$ cat src/rtl/hazard_pkg.sv
// Shared state encoding for the pipeline hazard controller.
package hazard_pkg;

  typedef enum logic [1:0] {
    HZ_IDLE   = 2'd0,
    HZ_LSTALL = 2'd1,
    HZ_MWAIT  = 2'd2,
    HZ_FLUSH  = 2'd3
  } hz_state_t;

endpackage

$ cat src/rtl/pipeline_hazard_ctrl_mdu_timer.sv
// Multiply/divide busy timer: busy for MDU_LATENCY-1 cycles after mdu_start.
// A restart while busy reloads; a start killed by a flush is dropped.
module mdu_busy_timer #(
  parameter int MDU_LATENCY = 32
) (
  input  logic clk,
  input  logic rst,
  input  logic mdu_start,
  input  logic kill,
  output logic mdu_busy
);

  logic [7:0] cnt;

  always_ff @(posedge clk or posedge rst) begin
    if (rst) begin
      cnt <= '0;
    end else if (mdu_start && !kill) begin
      cnt <= 8'(MDU_LATENCY - 1);
    end else if (cnt != '0) begin
      cnt <= cnt - 8'd1;
    end
  end

  assign mdu_busy = (cnt != '0);

endmodule

$ cat src/rtl/pipeline_hazard_ctrl.sv
// Stall/flush controller for the 5-stage pipeline; outputs are same-cycle, flush beats stall.
// HAZARD_FORWARDING_EN selects forwarding rules; without it EX/MEM producers also stall.
module pipeline_hazard_ctrl
  import hazard_pkg::*;
#(
  parameter int REG_AW      = 5,
  parameter int LOAD_STALL  = 1,
  parameter int MDU_LATENCY = 32
) (
  input  logic              clk,
  input  logic              rst,
  input  logic [REG_AW-1:0] if_id_rs,
  input  logic [REG_AW-1:0] if_id_rt,
  input  logic              if_id_use_rs,
  input  logic              if_id_use_rt,
  input  logic              if_id_use_hilo,
  input  logic              id_ex_memread,
  input  logic              id_ex_regwrite,
  input  logic [REG_AW-1:0] id_ex_rd,
  input  logic              ex_mem_regwrite,
  input  logic [REG_AW-1:0] ex_mem_rd,
  input  logic              mdu_start,
  input  logic              branch_confirm,
  output logic              stall_pc,
  output logic              stall_if_id,
  output logic              bubble_id_ex,
  output logic              flush_if_id,
  output logic              mdu_busy,
  output logic [1:0]        hz_state
);

  localparam logic [2:0] LOAD_CNT = 3'(LOAD_STALL - 1);

  hz_state_t  state;
  logic [2:0] lcnt;
  logic       load_hz;
  logic       raw_hz;
  logic       mdu_hz;
  logic       stall;

  // Register 0 is hardwired, so a zero destination can never match.
  function automatic logic src_hit(input logic [REG_AW-1:0] rd,
                                   input logic [REG_AW-1:0] rs,
                                   input logic [REG_AW-1:0] rt,
                                   input logic              use_rs,
                                   input logic              use_rt);
    return (rd != '0) && ((use_rs && rs == rd) || (use_rt && rt == rd));
  endfunction

  assign load_hz = id_ex_memread && id_ex_regwrite &&
                   src_hit(id_ex_rd, if_id_rs, if_id_rt, if_id_use_rs, if_id_use_rt);

`ifdef HAZARD_FORWARDING_EN
  assign raw_hz = 1'b0;
`else
  assign raw_hz = (id_ex_regwrite &&
                   src_hit(id_ex_rd, if_id_rs, if_id_rt, if_id_use_rs, if_id_use_rt)) ||
                  (ex_mem_regwrite &&
                   src_hit(ex_mem_rd, if_id_rs, if_id_rt, if_id_use_rs, if_id_use_rt));
`endif

  assign mdu_hz = if_id_use_hilo && mdu_busy;

  mdu_busy_timer #(
    .MDU_LATENCY(MDU_LATENCY)
  ) u_mdu_timer (
    .clk      (clk),
    .rst      (rst),
    .mdu_start(mdu_start),
    .kill     (branch_confirm),
    .mdu_busy (mdu_busy)
  );

  always_comb begin
    stall        = 1'b0;
    bubble_id_ex = 1'b0;
    flush_if_id  = 1'b0;
    if (rst) begin
      stall = 1'b0;
    end else if (branch_confirm) begin
      flush_if_id  = 1'b1;
      bubble_id_ex = 1'b1;
    end else if (state == HZ_LSTALL || mdu_hz || load_hz || raw_hz) begin
      stall        = 1'b1;
      bubble_id_ex = 1'b1;
    end
  end

  assign stall_pc    = stall;
  assign stall_if_id = stall;
  assign hz_state    = state;

  // A committed load stall runs out its counter; only a branch can cut it short.
  always_ff @(posedge clk or posedge rst) begin
    if (rst) begin
      state <= HZ_IDLE;
      lcnt  <= '0;
    end else if (branch_confirm) begin
      state <= HZ_FLUSH;
      lcnt  <= '0;
    end else if (state == HZ_LSTALL) begin
      if (lcnt == 3'd1) begin
        state <= HZ_IDLE;
        lcnt  <= '0;
      end else begin
        lcnt <= lcnt - 3'd1;
      end
    end else if (mdu_hz) begin
      state <= HZ_MWAIT;
    end else if (load_hz && LOAD_STALL > 1) begin
      state <= HZ_LSTALL;
      lcnt  <= LOAD_CNT;
    end else begin
      state <= HZ_IDLE;
    end
  end

endmodule

$ cat config.mk
export PLATFORM = sky130hd
export DESIGN_NAME = pipeline_hazard_ctrl
export DESIGN_NICKNAME = d
export VERILOG_FILES = /design/src/rtl/hazard_pkg.sv /design/src/rtl/pipeline_hazard_ctrl_mdu_timer.sv /design/src/rtl/pipeline_hazard_ctrl.sv
export SDC_FILE = /design/constraint.sdc
export NUM_CORES = 1
export LEC_CHECK = 0
export ABC_AREA = 1
export BUFFER_PORTS_ARGS = -buffer_cell sky130_fd_sc_hd__buf_2
export CORE_UTILIZATION = 53
export CTS_CLUSTER_DIAMETER = 100
export CTS_CLUSTER_SIZE = 30
export DETAILED_ROUTE_END_ITERATION = 7
export PLACE_DENSITY = 0.9
export SYNTH_ARGS = -nofsm -noshare
export SYNTH_HDL_FRONTEND = slang
export SYNTH_SLANG_ARGS = --single-unit
$ cat constraint.sdc
create_clock -name clk -period 2.3 [get_ports clk]
set_input_delay 0.23 -clock clk [delete_from_list [all_inputs] [get_ports clk]]
set_output_delay 0.23 -clock clk [all_outputs]
set_load 0.03 [all_outputs]
Word-level counts from Yosys, hierarchy flattened
Index checks and enable logic that the tools add are counted.

operators by class
  muxes and demuxes = 16
  $add $sub $neg = 2
  reductions and logical operators = 24
  equal/unequal tests = 7

operator list
  cell                                                    number
  equality test 5 bit                                     4
  two-way mux 8 bit                                       2
  logical AND 1 bit                                       12
  nonzero test 5 bit                                      2
  two-way mux 3 bit                                       3
  two-way mux 2 bit                                       4
  nonzero test 8 bit                                      1
  subtractor 8 x 1 -> 8 bit (second input constant)       1
  two-way mux 1 bit                                       7
  logical OR 1 bit                                        6
  nonzero test 2 bit                                      2
  equality test 3 x 1 -> 1 bit (second input constant)    1
  inequality test 3 x 2 -> 1 bit (second input constant)  1
  subtractor 3 x 1 -> 3 bit (second input constant)       1
  equality test 2 x 1 -> 1 bit (second input constant)    1
  zero test 1 bit                                         1

storage, ports and cells
  input port bits = 30
  flip-flop bits (word level) = 13
  output and inout bits = 7
  word-level logic and storage cells = 52

Logic depth before layout (Yosys ltp)
Gate-level depths: netlist of run 1.

  word-level depth = 10
  mapped depth = 11
  gate-level depth less buffers = 10

Hierarchy
From an unflattened synthesis of run 1, not the netlist that was laid out.

second synthesis, totals
  cells, all modules = 211
  area total of the unflattened synthesis = 1241.2 um2

modules (own cells, without submodules)
  module                area each (um2)  cells each  seq. area each (um2)  times used
  pipeline_hazard_ctrl  700.7            139         125.1                 1
  mdu_busy_timer        540.5            72          200.2                 1

Worst setup path before layout of run 1
Ideal clock, no wire load.

  path kind = flip-flop to output port
  start point = register u_mdu_timer.cnt[0]
  end point = output stall_pc
  path slack = 359 ps
  required time = 2070 ps
  buffers on the path = 1
  stages on the path, launching flop included = 11
  arrival = 1711 ps
  cells stage by stage = dfrtp_1 inv_1 ha_1 nand2_1 nor3_4 nor2_2 nor2_1 nand3_1 nand2_1 nor2_1 buf_4

between the ends
  longest elaborated chain between the ends = 8

RTL lines
  what                           line                                  text
  start, declared                pipeline_hazard_ctrl_mdu_timer.sv:13  logic [7:0] cnt;
  start signal, assigned         pipeline_hazard_ctrl_mdu_timer.sv:19  cnt <= 8'(MDU_LATENCY - 1);
  start signal, assigned         pipeline_hazard_ctrl_mdu_timer.sv:21  cnt <= cnt - 8'd1;
  nonzero test 8 bit             pipeline_hazard_ctrl_mdu_timer.sv:25  assign mdu_busy = (cnt != '0);
  logical AND 1 bit              pipeline_hazard_ctrl.sv:62            assign mdu_hz = if_id_use_hilo && mdu_busy;
  logical OR 1 bit (3 in a row)  pipeline_hazard_ctrl.sv:83            end else if (state == HZ_LSTALL || mdu_hz || load_hz || raw_hz) begin
  two-way mux 1 bit              pipeline_hazard_ctrl.sv:83
  two-way mux 1 bit              pipeline_hazard_ctrl.sv:80            end else if (branch_confirm) begin
  two-way mux 1 bit              pipeline_hazard_ctrl.sv:78            if (rst) begin
  end, declared                  pipeline_hazard_ctrl.sv:24            output logic stall_pc,

No other way between the ends.

Worst setup path after layout of run 1
  start point = register u_mdu_timer.cnt[0]
  end point = output bubble_id_ex

between the ends
  longest elaborated chain between the ends = 8

RTL lines
  what                           line                                  text
  nonzero test 8 bit             pipeline_hazard_ctrl_mdu_timer.sv:25
  logical AND 1 bit              pipeline_hazard_ctrl.sv:62
  logical OR 1 bit (3 in a row)  pipeline_hazard_ctrl.sv:83
  two-way mux 1 bit              pipeline_hazard_ctrl.sv:83
  two-way mux 1 bit              pipeline_hazard_ctrl.sv:80
  two-way mux 1 bit              pipeline_hazard_ctrl.sv:78
  end, declared                  pipeline_hazard_ctrl.sv:26            output logic bubble_id_ex,

No other way between the ends.

==> results.cfg, run 1 <==
[outcome]
outcome = finished clean

[grt]
antenna_found_initial = 0
overflow = 0
grt_max_degree = 15
grt_pass1_wl_mm = 3.62
grt_use_total_pct = 22.6
first_global_vias = 983

[floorplanning]
fp.dieW_um = 47.9
initial_utilization_pct = 56.4
die_y_um = 47.9
die_area_mm2 = 0.00230
ios = 37
rows = 16
core_mm2 = 0.00198

[job]
max_cap_viol_count = 0

[clock_network]
cts_tree = built
path_clk_slew_ns = 0.08
ctsRootBufferMaster = clkbuf_4
worstSkewPairLatency_ns = 0.28
numClockSinks = 13
cts_hold_buf = 1
cts_buffer_depth = 2
cts.repair.resized = 0
htree_num_levels = 1
cts_made_buffers = 3
postCtsSetupBuffers = 0

[sta]
finalHoldViolations = 0
whs_ns = 0.247
slew_headroom_pct = 77.6
finalClockSkew_ns = 0.00102
setup_ws_ns = 0.126
tightest_slew_ns = 0.336
max_freq_mhz = 460
setup_tns_ns = 0
finalCritPeriodShare_pct = 94.5
finalSetupViolCount = 0
rsz0062_at_grt = false
min_period_ns = 2.17
drv_slew = 0

[layout]
fin_util_pct = 68.8
seqCellArea_um2 = 325
drive_gt1_share_pct = 18.6
diodes = 0
multi_input_area_um2 = 624
nNetsFinal = 266
nFillCells = 194
stdcell_count = 258
area_growth_pct = 21.9

[route]
drt_wl_total_mm = 2.49
wl_per_cell_um = 9.65
dr.pass1.iters = 6
ant_nets = 0
routed-via-count = 1189
viasPerCell = 4.61
drc_errors = 0
drtIter0Drc = 42

[synth]
synthCells = 191
yosysTopAreaCell = dfrtp_1
synth.distinct_cells = 20
syn_nets = 225
ys_top_cells_by_area = dfrtp_1 29%, nand2_1 22%, inv_1 14%
netlist.area_leader.share_pct = 29.1
ys_seq_elements = 13
yosysSeqAreaShare_pct = 29.1
synth_warnings = 0
syn_area_per_cell_um2 = 5.86
netlist_area_mm2 = 0.00112

[power_and_ir_drop]
clockPowerShare_pct = 22.5
combPwrFrac_pct = 32.9
leakage_nw = 0.832
power.internal_mw = 0.407
swShare_pct = 36.6
switchingPower_mw = 0.234
ir_drop_mv = 0.553
cellPowerDensity_mw_per_mm2 = 470
seq_power_share_pct = 44.6

[critical_path]
worstSetupStartpoint = u_mdu_timer.cnt[0]
critPathMaxFanout = 8
cp.required_ns = 2.07
crit_type = flop to output port
worstSetupEndpointType = output port
cp.arrival_ns = 1.94
rr_startpoint = u_mdu_timer.cnt[0]
start_kind = flop

[placed_design]
dp_hpwl_mm = 1.98
dpl.cell_count = 253
place_ws_ns = 0.465
numPortBuffers = 35
place.gp.congestion = 0.846

[min_path]
worst_hold_startpoint = mdu_start
min_path_type = input pin to flop
[kinds of logic after synthesis]
group / after synthesis / synth area share, %
xor+xnor: 3 / 2.35
flops: 13 / 29.1
fa+ha+maj: 4 / 4.47
simple gates: 108 / 39.8
compound gates: 19 / 9.17
buf+inv: 44 / 15.1
[final timing paths]
path,endpoint,slack [ns],cells after the start
setup reg to reg,u_mdu_timer.cnt[4],0.70,7
setup / recovery,bubble_id_ex,0.13,10
hold / removal,u_mdu_timer.cnt[5],0.25,4
hold reg to reg,u_mdu_timer.cnt[1],0.51,2
max in group asynchronous,u_mdu_timer.cnt[1],1.64,4
min in group asynchronous,hz_state[0],0.50,4
[synth_stat cells, drive strengths merged]
cell	count
a21oi	7
o21ai	8
ha	4
buf	1
nor2	27
and3	1
xnor2	2
nand3	6
nand4	3
nand2	68
nor3	3
a211oi	2
dfrtp	13
inv	43
xor2	1
o22ai	2
[layout by cell type (no fill, tap or decap)]
cell	count
o21ai_1	1
clkbuf_1	1
inv_1	43
nor2_1	25
dlygate4sd3_1	1
a21oi_1	7
nor3_1	2
nor2_2	2
nand2_2	1
buf_4	1
o21ai_0	7
nand3_1	6
xor2_1	1
nand2_1	67
buf_2	35
clkbuf_4	3
o22ai_1	2
nor3_4	1
dfrtp_1	13
a211oi_1	2
ha_1	4
nand4_1	3
and3_1	1
xnor2_1	2
[cell type report]
cell class,count,area share (%)
Tap cell,27,2.48
Timing Repair Buffer,37,14.1
Inverter,43,11.8
Clock buffer,4,1.93
Multi-Input combinational cell,134,45.8
Sequential cell,13,23.9
[critical path, cell delays in order (launching register included)]
cell	delay [ns]
dfrtp_1	0.37
inv_1	0.13
ha_1	0.17
nand2_1	0.08
nor3_4	0.33
nor2_2	0.08
nor2_1	0.09
nand3_1	0.09
nand2_1	0.08
nand2_1	0.06
buf_2	0.18
[registers in the layout, indices dropped and copies added (netlist names)]
signal           count
u_mdu_timer.cnt      8
lcnt                 3
hz_state             2
[power groups by stage]
| stage | sequential, mW | combinational [mW] | clock (mW) |
|---|---|---|---|
| 2_1_floorplan | 0.290 | 0.139 | 0 |
| 3_3_place_gp | 0.290 | 0.205 | 0 |
| 3_5_place_dp | 0.291 | 0.208 | 0 |
| 4_1_cts | 0.286 | 0.211 | 0.150 |
| 5_1_grt | 0.291 | 0.246 | 0.158 |
| 6_report | 0.286 | 0.211 | 0.144 |
[through the flow]
step	power [mW]	instance area [um^2]
finish	0.641	1360
global route	0.694	1360
CTS	0.647	1360
detailed placement	0.499	1330
global placement	0.495	1330
floorplan	0.430	1120
[metal layers]
metal / global-route usage (%) / vias up / wire [um] / share of wire, %
met2: 42.4 / 30 / 1180 / 47
met5: 0 / - / 0 / 0
met1: 25.3 / 501 / 1150 / 46
met3: 3.40 / 5 / 125 / 5.0
li1: - / 653 / - / -
met4: 8.33 / 0 / 34 / 1.4
Power figures use the tool's default switching activity.
==> inputs of run 2 (changes only) <==
--- a/config.mk
+++ b/config.mk
@@ -11,7 +11,8 @@
 export CTS_CLUSTER_DIAMETER = 100
 export CTS_CLUSTER_SIZE = 30
 export DETAILED_ROUTE_END_ITERATION = 7
-export PLACE_DENSITY = 0.9
+export PLACE_DENSITY = 0.89
 export SYNTH_ARGS = -nofsm -noshare
 export SYNTH_HDL_FRONTEND = slang
+export SYNTH_HIERARCHICAL = 1
 export SYNTH_SLANG_ARGS = --single-unit
==> run 2 against run 1 <==
  * Clock power hardly changed
  * Cell area rose by 8.5%
  * Global-route usage up 0.53 points
  * Worst hold slack worse by 0.044 ns
  * Via count grew 11%
  * Utilization fell by 1.9 points
  * Count of clock-buffer cells in the layout did not move
  * Total power increased by 11%
  * Critical endpoint unchanged
==> results.cfg, run 2 <==
[outcome]
outcome = finished clean

[route]
drtIter0Drc = 22
routed-via-count = 1323
drt_wl_total_mm = 2.64
top_layer = met4
dr.pass1.iters = 4
wl_per_cell_um = 9.49
met1_length_mm = 1.23
met3_length_um = 109
viasPerCell = 4.76
drc_errors = 0
met2_length_mm = 1.26
ant_nets = 0

[power_and_ir_drop]
leakage_nw = 0.929
clockPowerShare_pct = 20.3
combPwrFrac_pct = 38.1
swShare_pct = 39.6
cellPowerDensity_mw_per_mm2 = 482
switchingPower_mw = 0.282
seq_power_share_pct = 41.6
power.internal_mw = 0.431
ir_drop_mv = 0.274

[clock_network]
cts_buffer_depth = 2
numClockSinks = 13
path_clk_slew_ns = 0.08
worstSkewPairLatency_ns = 0.28
cts.repair.resized = 0
cts_made_buffers = 3
postCtsSetupBuffers = 0
ctsRootBufferMaster = clkbuf_4
cts_tree = built
htree_num_levels = 1

[job]
max_cap_viol_count = 0

[sta]
finalCritPeriodShare_pct = 91.8
min_period_ns = 2.11
rsz0062_at_grt = false
max_freq_mhz = 474
finalClockSkew_ns = 0.00241
setup_tns_ns = 0
tightest_slew_ns = 0.302
finalHoldViolations = 0
drv_slew = 0
finalSetupViolCount = 0
slew_headroom_pct = 79.9

[critical_path]
cp.required_ns = 2.07
worstSetupEndpointType = output port
rr_startpoint = u_mdu_timer/cnt[0]
start_kind = flop
worstSetupStartpoint = u_mdu_timer/cnt[0]
crit_type = flop to output port
critPathMaxFanout = 7
cp.arrival_ns = 1.88

[synth]
yosysSeqAreaShare_pct = 26.2
yosysMostFrequentCell = nand2_1
syn_area_per_cell_um2 = 5.88
synth.distinct_cells = 22
synthCells = 211
ys.flop_type = dfrtp_1
yosysTopAreaCell = dfrtp_1
synth_warnings = 6
ys_seq_elements = 13
async_flop_share_pct = 100
netlist.area_leader.share_pct = 26.2
synth-edff-count = 0
syn_nets = 245
netlist_area_mm2 = 0.00124
ys_top_cells_by_count = 78 x nand2_1, 37 x inv_1, 24 x nor2_1, 13 x dfrtp_1, 11 x nand3_1
ys_top_cells_by_area = dfrtp_1 26%, nand2_1 24%, inv_1 11%

[layout]
seqCellArea_um2 = 325
nFillCells = 209
diodes = 0
largest_register_ff_count = 8
mostFrequentLayoutCell = nand2_1
area_growth_pct = 19.3
drive_gt1_share_pct = 25.6
multi_input_area_um2 = 743
finalInstanceArea_mm2 = 0.00148
top_register = u_mdu_timer/cnt
layout_common_cells = 78 x nand2_1, 37 x inv_1, 35 x buf_2
nNetsFinal = 285

[grt]
grt_max_degree = 9
antenna_found_initial = 0
first_global_vias = 1142
grt_pass1_wl_mm = 4.51
overflow = 0
grt_use_total_pct = 23.1

[floorplanning]
fp.dieW_um = 50.4
die_y_um = 50.4
ios = 37
rows = 17
core_mm2 = 0.00221
die_area_mm2 = 0.00254
initial_utilization_pct = 56.1

[placed_design]
numPortBuffers = 35
dp_hpwl_mm = 2.17
place_area_mm2 = 0.00144
place.gp.congestion = 0.865

[min_path]
min_path_type = input pin to flop
worst_hold_startpoint = branch_confirm
## run 2: changes by cell type after synthesis, moves of 5 or more
| cell | before | now |
|---|---|---|
| nand2_1 | 67 | 78 |
| a21oi_1 | 7 | 2 |
| inv_2 | 0 | 7 |
| nand3_1 | 6 | 11 |
| nand2_2 | 1 | 6 |
| inv_1 | 43 | 37 |
## run 2: power groups by stage
stage          logic, mW  registers, mW  clock network (mW)
6_report           0.272          0.297               0.145
2_1_floorplan      0.193          0.299                   0
3_5_place_dp       0.267          0.300                   0
3_3_place_gp       0.259          0.299                   0
4_1_cts            0.272          0.295               0.149
5_1_grt            0.308          0.300               0.154
## run 2: what timing repair did
action                                  4_1_cts  5_1_grt
endpoints found under the setup margin        0        0
hold endpoints to repair                     13        0
hold buffers                                  1        0
## run 2: critical path, stage by stage, from the launching register on
cell and delay (ns):
dfrtp_1 0.39, inv_1 0.19, ha_1 0.20, nand2_2 0.08, inv_1 0.11, nand2_4 0.09, a21oi_1 0.16, nand3_2 0.09
nand2_2 0.08, nand2_1 0.05, buf_2 0.17
## run 2: worst paths after layout
kind	slack, ns	end	depth (start not counted)
max in group asynchronous	1.61	u_mdu_timer/cnt[3]	3
min in group asynchronous	0.43	hz_state[1]	3
hold / removal	0.20	lcnt[2]	2
setup reg to reg	0.97	u_mdu_timer/cnt[1]	7
hold reg to reg	0.54	u_mdu_timer/cnt[0]	2
setup / recovery	0.19	bubble_id_ex	10
## run 2: stage by stage
step                utilization (%)  hold slack (ns)  instances  setup slack, ns  power [mW]
floorplan                         -           0.0243        211            0.391       0.492
global placement               65.3            0.174        273            0.555       0.557
detailed placement             65.3            0.176        273            0.526       0.567
CTS                            66.9            0.193        278            0.198       0.717
global route                   66.9            0.220        278            0.110       0.762
finish                         66.9            0.203        278            0.190       0.713
## run 2: kinds of logic (layout without fill, tap and decap cells)
group	count (synthesis)	count (layout)	share of synthesized area, %
AND/OR/NAND/NOR	134	134	48.2
buffers and inverters	45	84	13.9
AO/OA/AOI/OAI	13	13	6.25
flip-flops	13	13	26.2
adder cells (fa/ha/maj)	4	4	4.03
XOR/XNOR	2	2	1.41
## run 2: per-layer routing
| metal | vias up | GRT usage (%) |
|---|---|---|
| li1 | 710 | - |
| met1 | 569 | 28.4 |
| met2 | 40 | 42.0 |
| met3 | 4 | 2.12 |
| met4 | 0 | 6.94 |
| met5 | - | 0 |
## run 2: layout make-up
class                      count  share of cell area (%)
tap                           28                    2.37
clock buffer                   4                    1.78
sequential                    13                    22.0
inverter                      44                    11.2
multi-input combinational    153                    50.2
timing repair buffer          36                    12.5
